**src/rtl/seg7_mux_capture.sv**
```systemverilog
// seg7_mux_capture: recovers per-digit hex/blank/error from a multiplexed active-low 7-seg bus; define SEG7_CAP_DP_EN to also capture the decimal point
module seg7_mux_capture #(
   parameter int NUM_DIGITS    = 4,
   parameter int STABLE_CYCLES = 8
) (
   input  logic                    clk,
   input  logic                    resetn,
   input  logic [6:0]              seg_n,
   input  logic [NUM_DIGITS-1:0]   an_n,
`ifdef SEG7_CAP_DP_EN
   input  logic                    dp_n,
   output logic [NUM_DIGITS-1:0]   dp_out,
`endif
   output logic [4*NUM_DIGITS-1:0] hex_out,
   output logic [NUM_DIGITS-1:0]   blank_out,
   output logic [NUM_DIGITS-1:0]   err_out,
   output logic                    frame_valid,
   output logic                    frame_strobe
);
   localparam int DW = NUM_DIGITS > 1 ? $clog2(NUM_DIGITS) : 1;
`ifdef SEG7_CAP_DP_EN
   localparam int SW = 8;
   wire [SW-1:0] samp_in = {dp_n, seg_n};
`else
   localparam int SW = 7;
   wire [SW-1:0] samp_in = seg_n;
`endif
   localparam logic [6:0] HEX7 [16] = '{7'h3F, 7'h06, 7'h5B, 7'h4F, 7'h66, 7'h6D, 7'h7D, 7'h07,
                                        7'h7F, 7'h6F, 7'h77, 7'h7C, 7'h39, 7'h5E, 7'h79, 7'h71};
   logic [NUM_DIGITS-1:0] an_s1, an_s2, sel, seen, seen_nxt;
   logic [SW-1:0]         samp_s1, samp_s2, prev_samp;
   logic [DW-1:0]         dig, prev_dig;
   logic [7:0]            cnt, cnt_nxt;
   logic [6:0]            pat;
   logic [3:0]            val;
   logic                  one, same, hit, full, commit_q;

   // two-flop synchronisers on the display pins
   always_ff @(posedge clk or negedge resetn)
      if (!resetn) begin
         an_s1   <= '0;
         an_s2   <= '0;
         samp_s1 <= '0;
         samp_s2 <= '0;
      end else begin
         an_s1   <= an_n;
         an_s2   <= an_s1;
         samp_s1 <= samp_in;
         samp_s2 <= samp_s1;
      end

   // select decode, stability counting and decode of the committed sample
   always_comb begin
      sel = ~an_s2;
      one = (sel != '0) && ((sel & (sel - 1'b1)) == '0);
      dig = '0;
      for (int i = 0; i < NUM_DIGITS; i++)
         if (sel[i]) dig = DW'(i);
      same     = (cnt != 8'd0) && (dig == prev_dig) && (samp_s2 == prev_samp);
      cnt_nxt  = !one ? 8'd0 : !same ? 8'd1 : (cnt == 8'hFF) ? cnt : cnt + 8'd1;
      pat      = ~prev_samp[6:0];
      hit      = 1'b0;
      val      = 4'd0;
      for (int i = 0; i < 16; i++)
         if (pat == HEX7[i]) begin
            hit = 1'b1;
            val = 4'(i);
         end
      seen_nxt = seen | (NUM_DIGITS'(1) << prev_dig);
      full     = seen_nxt == {NUM_DIGITS{1'b1}};
   end

   // dwell tracking; commit fires once, on the cycle the count reaches the threshold
   always_ff @(posedge clk or negedge resetn)
      if (!resetn) begin
         cnt       <= '0;
         prev_dig  <= '0;
         prev_samp <= '0;
         commit_q  <= 1'b0;
      end else begin
         cnt       <= cnt_nxt;
         prev_dig  <= dig;
         prev_samp <= samp_s2;
         commit_q  <= (cnt_nxt == 8'(STABLE_CYCLES)) && (cnt != 8'(STABLE_CYCLES));
      end

   // registered per-digit view and frame tracking, updated the cycle after commit
   always_ff @(posedge clk or negedge resetn)
      if (!resetn) begin
         hex_out      <= '0;
         blank_out    <= '1;
         err_out      <= '0;
         seen         <= '0;
         frame_valid  <= 1'b0;
         frame_strobe <= 1'b0;
      end else begin
         frame_strobe <= commit_q && full;
         if (commit_q) begin
            seen                <= full ? '0 : seen_nxt;
            frame_valid         <= frame_valid | full;
            blank_out[prev_dig] <= pat == 7'h00;
            err_out[prev_dig]   <= (pat != 7'h00) && !hit;
            if (hit) hex_out[4*prev_dig +: 4] <= val;
         end
      end

`ifdef SEG7_CAP_DP_EN
   // decimal point captured on every commit, blank and error included
   always_ff @(posedge clk or negedge resetn)
      if (!resetn) dp_out <= '0;
      else if (commit_q) dp_out[prev_dig] <= ~prev_samp[7];
`endif
endmodule

```
**config.mk**
```make
export PLATFORM = sky130hd
export DESIGN_NAME = seg7_mux_capture
export DESIGN_NICKNAME = d
export VERILOG_FILES = /design/src/rtl/seg7_mux_capture.sv
export SDC_FILE = /design/constraint.sdc
export NUM_CORES = 1
export LEC_CHECK = 0
export BUFFER_PORTS_ARGS = -buffer_cell sky130_fd_sc_hd__buf_2
export CORE_AREA = 2 2 72 101
export CTS_BUF_LIST = sky130_fd_sc_hd__clkbuf_16
export DETAILED_ROUTE_END_ITERATION = 12
export DIE_AREA = 0 0 74 103
export PLACE_DENSITY_LB_ADDON = 0.08
export SLEW_MARGIN = 20
export SYNTH_ARGS = -nofsm -noshare
export SYNTH_HDL_FRONTEND = slang
export SYNTH_SLANG_ARGS = --single-unit
```
**constraint.sdc**
```tcl
create_clock -name clk -period 2.2 [get_ports clk]
set_clock_uncertainty 0.05 [all_clocks]
set_input_delay 0.22 -clock clk [delete_from_list [all_inputs] [get_ports clk]]
set_output_delay 0.22 -clock clk [all_outputs]
set_load 0.02 [all_outputs]
```
==> results.yml <==
sta:
  hold_viol: 0
  slew_headroom_pct: 65.8
  finalCriticalPeriod_ns: 2.15
  period_share_pct: 97.8
  finalSetupViolCount: 0
  finalHoldWorstSlack_ns: 0.291
  fmax_ghz: 0.465
  maxSlewViolCount: 0
  tightest_slew_ns: 0.500
critical_path:
  cp.required_ns: 2.36
  cp_max_fo: 5
  cp.arrival_ns: 2.31
  end_kind: "register"
  critPathLaunchType: "register"
  critical_path_class: "reg2reg"
cts:
  cts_tree: "done"
  htreeDepth: 3
  cts_buffer_depth: 2
  cts_buffers: 9
  clkLatencyLatePin_ns: 0.33
  clock_sinks: 70
  clk_pin_slew_worst_paths_ns: 0.06
  cts-root-buf: "clkbuf_16"
floorplanning:
  coreArea_sq_um: 6800
  num_io_pins: 39
  die_w_um: 74
  die-area_sq_um: 7620
  rows: 36
  start_util_pct: 47.7
  die_h_um: 103
drt:
  drt_iter0_drc: 129
  wl_mm: 6.37
  avgViaCountPerCell: 5.14
  vias: 2404
  drtPass1Iterations: 4
  drc: 0
  ant_nets: 0
  routedWlPerCell_um: 13.6
synthesis:
  ys_ff_latch: 70
  synthesis.nets: 319
  synth.area.top_cells: "dfrtp_1 51%, ha_1 3.9%, dfstp_2 3.2%"
  synth_common_cells: "66 x dfrtp_1, 27 x nand2_1, 20 x inv_1"
  ys.flop_type: "dfrtp_1"
  avgSynthCellArea_sq_um: 11.0
  synth_cells: 296
  netlist.area_leader.share_pct: 50.9
  ys_warn_count: 0
  yosysTopAreaCell: "dfrtp_1"
  async_reset_ff_share_pct: 100
  synth_edf_count: 0
  synthesis.area_sq_um: 3240
  seq_area_frac_synth_pct: 54.1
  yosysUniqueCellTypes: 63
  synth_most_common_cell: "dfrtp_1"
global_route:
  grt_overflow: 0
  grt_max_degree: 71
  grtUsageTotal_pct: 18.3
  grt_pass1_vias: 2361
  antenna_found_initial: 0
  grt_first_pass_wirelength_mm: 10.5
layout:
  nFillCells: 554
  drive_above_1_share_pct: 27.1
  post-route-cell-area_sq_um: 4150
  area_delta_synth_final_pct: 28.0
  layout.nets: 391
  diodes: 0
run:
  drv_cap: 0
pwr:
  power_density_nw_per_um2: 707
  p_leak_uw: 0.00186
  power_uw: 2940
  ir_drop_mv: 0.612
outcome:
  status: "finished clean"
placed_design:
  hpwl_mm: 4.38
  dpl-instance-area_sq_um: 3660
  numPortBuffers: 38
  gp_congestion: 0.862
min_path:
  hold_class: "reg2reg"
## cell usage in the layout, fill, tap and decap left out, types with 7 or more instances in the layout
cell / Yosys / final
nand2_1: 27 / 27
nor2_1: 17 / 16
inv_1: 20 / 20
o22ai_1: 7 / 7
a21oi_1: 10 / 10
buf_4: 0 / 20
dfrtp_1: 66 / 63
dlygate4sd3_1: 0 / 12
xnor2_1: 8 / 8
clkbuf_16: 0 / 9
ha_1: 10 / 10
o21ai_0: 13 / 13
nand4_1: 9 / 9
buf_2: 4 / 38
## cells by family (layout without fill, tap and decap cells)
kind of cell | after synthesis | after routing | synth area share (%)
compound gates | 59 | 59 | 13.2
xor+xnor | 14 | 14 | 3.78
fa+ha+maj | 10 | 10 | 3.86
buf+inv | 32 | 109 | 4.09
flops | 70 | 70 | 54.1
mux | 5 | 5 | 1.70
simple gates | 106 | 106 | 19.3
## final timing paths
path | cells after the start | slack (ns) | from | to
worst max-delay path | 5 | 0.05 | prev_samp[1]$_DFF_PN0_ | hex_out[0]$_DFFE_PN0P_
worst min-delay path | 0 | 0.29 | samp_s1[6]$_DFF_PN0_ | samp_s2[6]$_DFF_PN0_
worst max register to register | 5 | 0.05 | prev_samp[1]$_DFF_PN0_ | hex_out[0]$_DFFE_PN0P_
worst min register to register | 0 | 0.29 | samp_s1[6]$_DFF_PN0_ | samp_s2[6]$_DFF_PN0_
max in group asynchronous | 3 | 1.38 | resetn | prev_samp[2]$_DFF_PN0_
min in group asynchronous | 3 | 0.36 | resetn | hex_out[14]$_DFFE_PN0P_
## stage by stage
| step | worst slack, ns | util [%] | cells | TNS, ns |
|---|---|---|---|---|
| after CTS | 0.0351 | 59.8 | 465 | 0 |
| after global routing | -0.00530 | 61.0 | 468 | -0.00530 |
| after global placement | 0.0801 | 53.8 | 437 | 0 |
| after floorplan | 0.148 | - | 296 | 0 |
| after detailed placement | 0.0430 | 53.8 | 437 | 0 |
| final | 0.0492 | 61.0 | 468 | 0 |
## sequential cells by signal, summed over array words and instances, names as in the netlist, 2 cells and up
name       flops
cnt            8
err_out        4
samp_s1        7
prev_samp      7
prev_dig       2
hex_out       16
seen           4
blank_out      4
samp_s2        7
an_s2          4
an_s1          4
## critical path: stages (launching register included)
cell	delay (ns)
dfrtp_2	0.43
or3b_1	0.39
or4_4	0.50
a21boi_4	0.17
a31o_1	0.27
a32o_1	0.22
## per-layer routing
layer  global-route usage, %  vias up  share of wire (%)
met3                    6.35       17                4.0
met2                    29.2       56                 51
li1                        -     1215                  -
met1                    21.4     1116                 42
met4                    10.1        0                3.0
met5                       0        -                  0
## power breakdown
| group | switching [uW] | total, uW | internal [uW] | leakage, uW |
|---|---|---|---|---|
| Combinational | 111 | 205 | 93.9 | 0.000841 |
| Clock | 522 | 1390 | 865 | 0.000133 |
| Sequential | 23.4 | 1340 | 1320 | 0.000886 |
| Total | 656 | 2940 | 2280 | 0.00186 |
## timing repair
action / in CTS / in global routing
hold endpoints to repair: 77 / 0
hold buffers: 12 / 0
setup endpoints to repair: 0 / 20
setup buffers: 0 / 3
gates resized for setup: 0 / 13
## layout make-up
type	instances	area [sq um]	share of cell area [%]
repair buffers	73	497	12.0
multi-input cells	194	1410	34.0
flip-flops and latches	70	1760	42.4
clock inverters	7	65.1	1.57
inverters	20	75.1	1.81
well taps	95	119	2.86
clock buffers	9	225	5.42
Note: power is estimated with default switching activity, not from simulation.
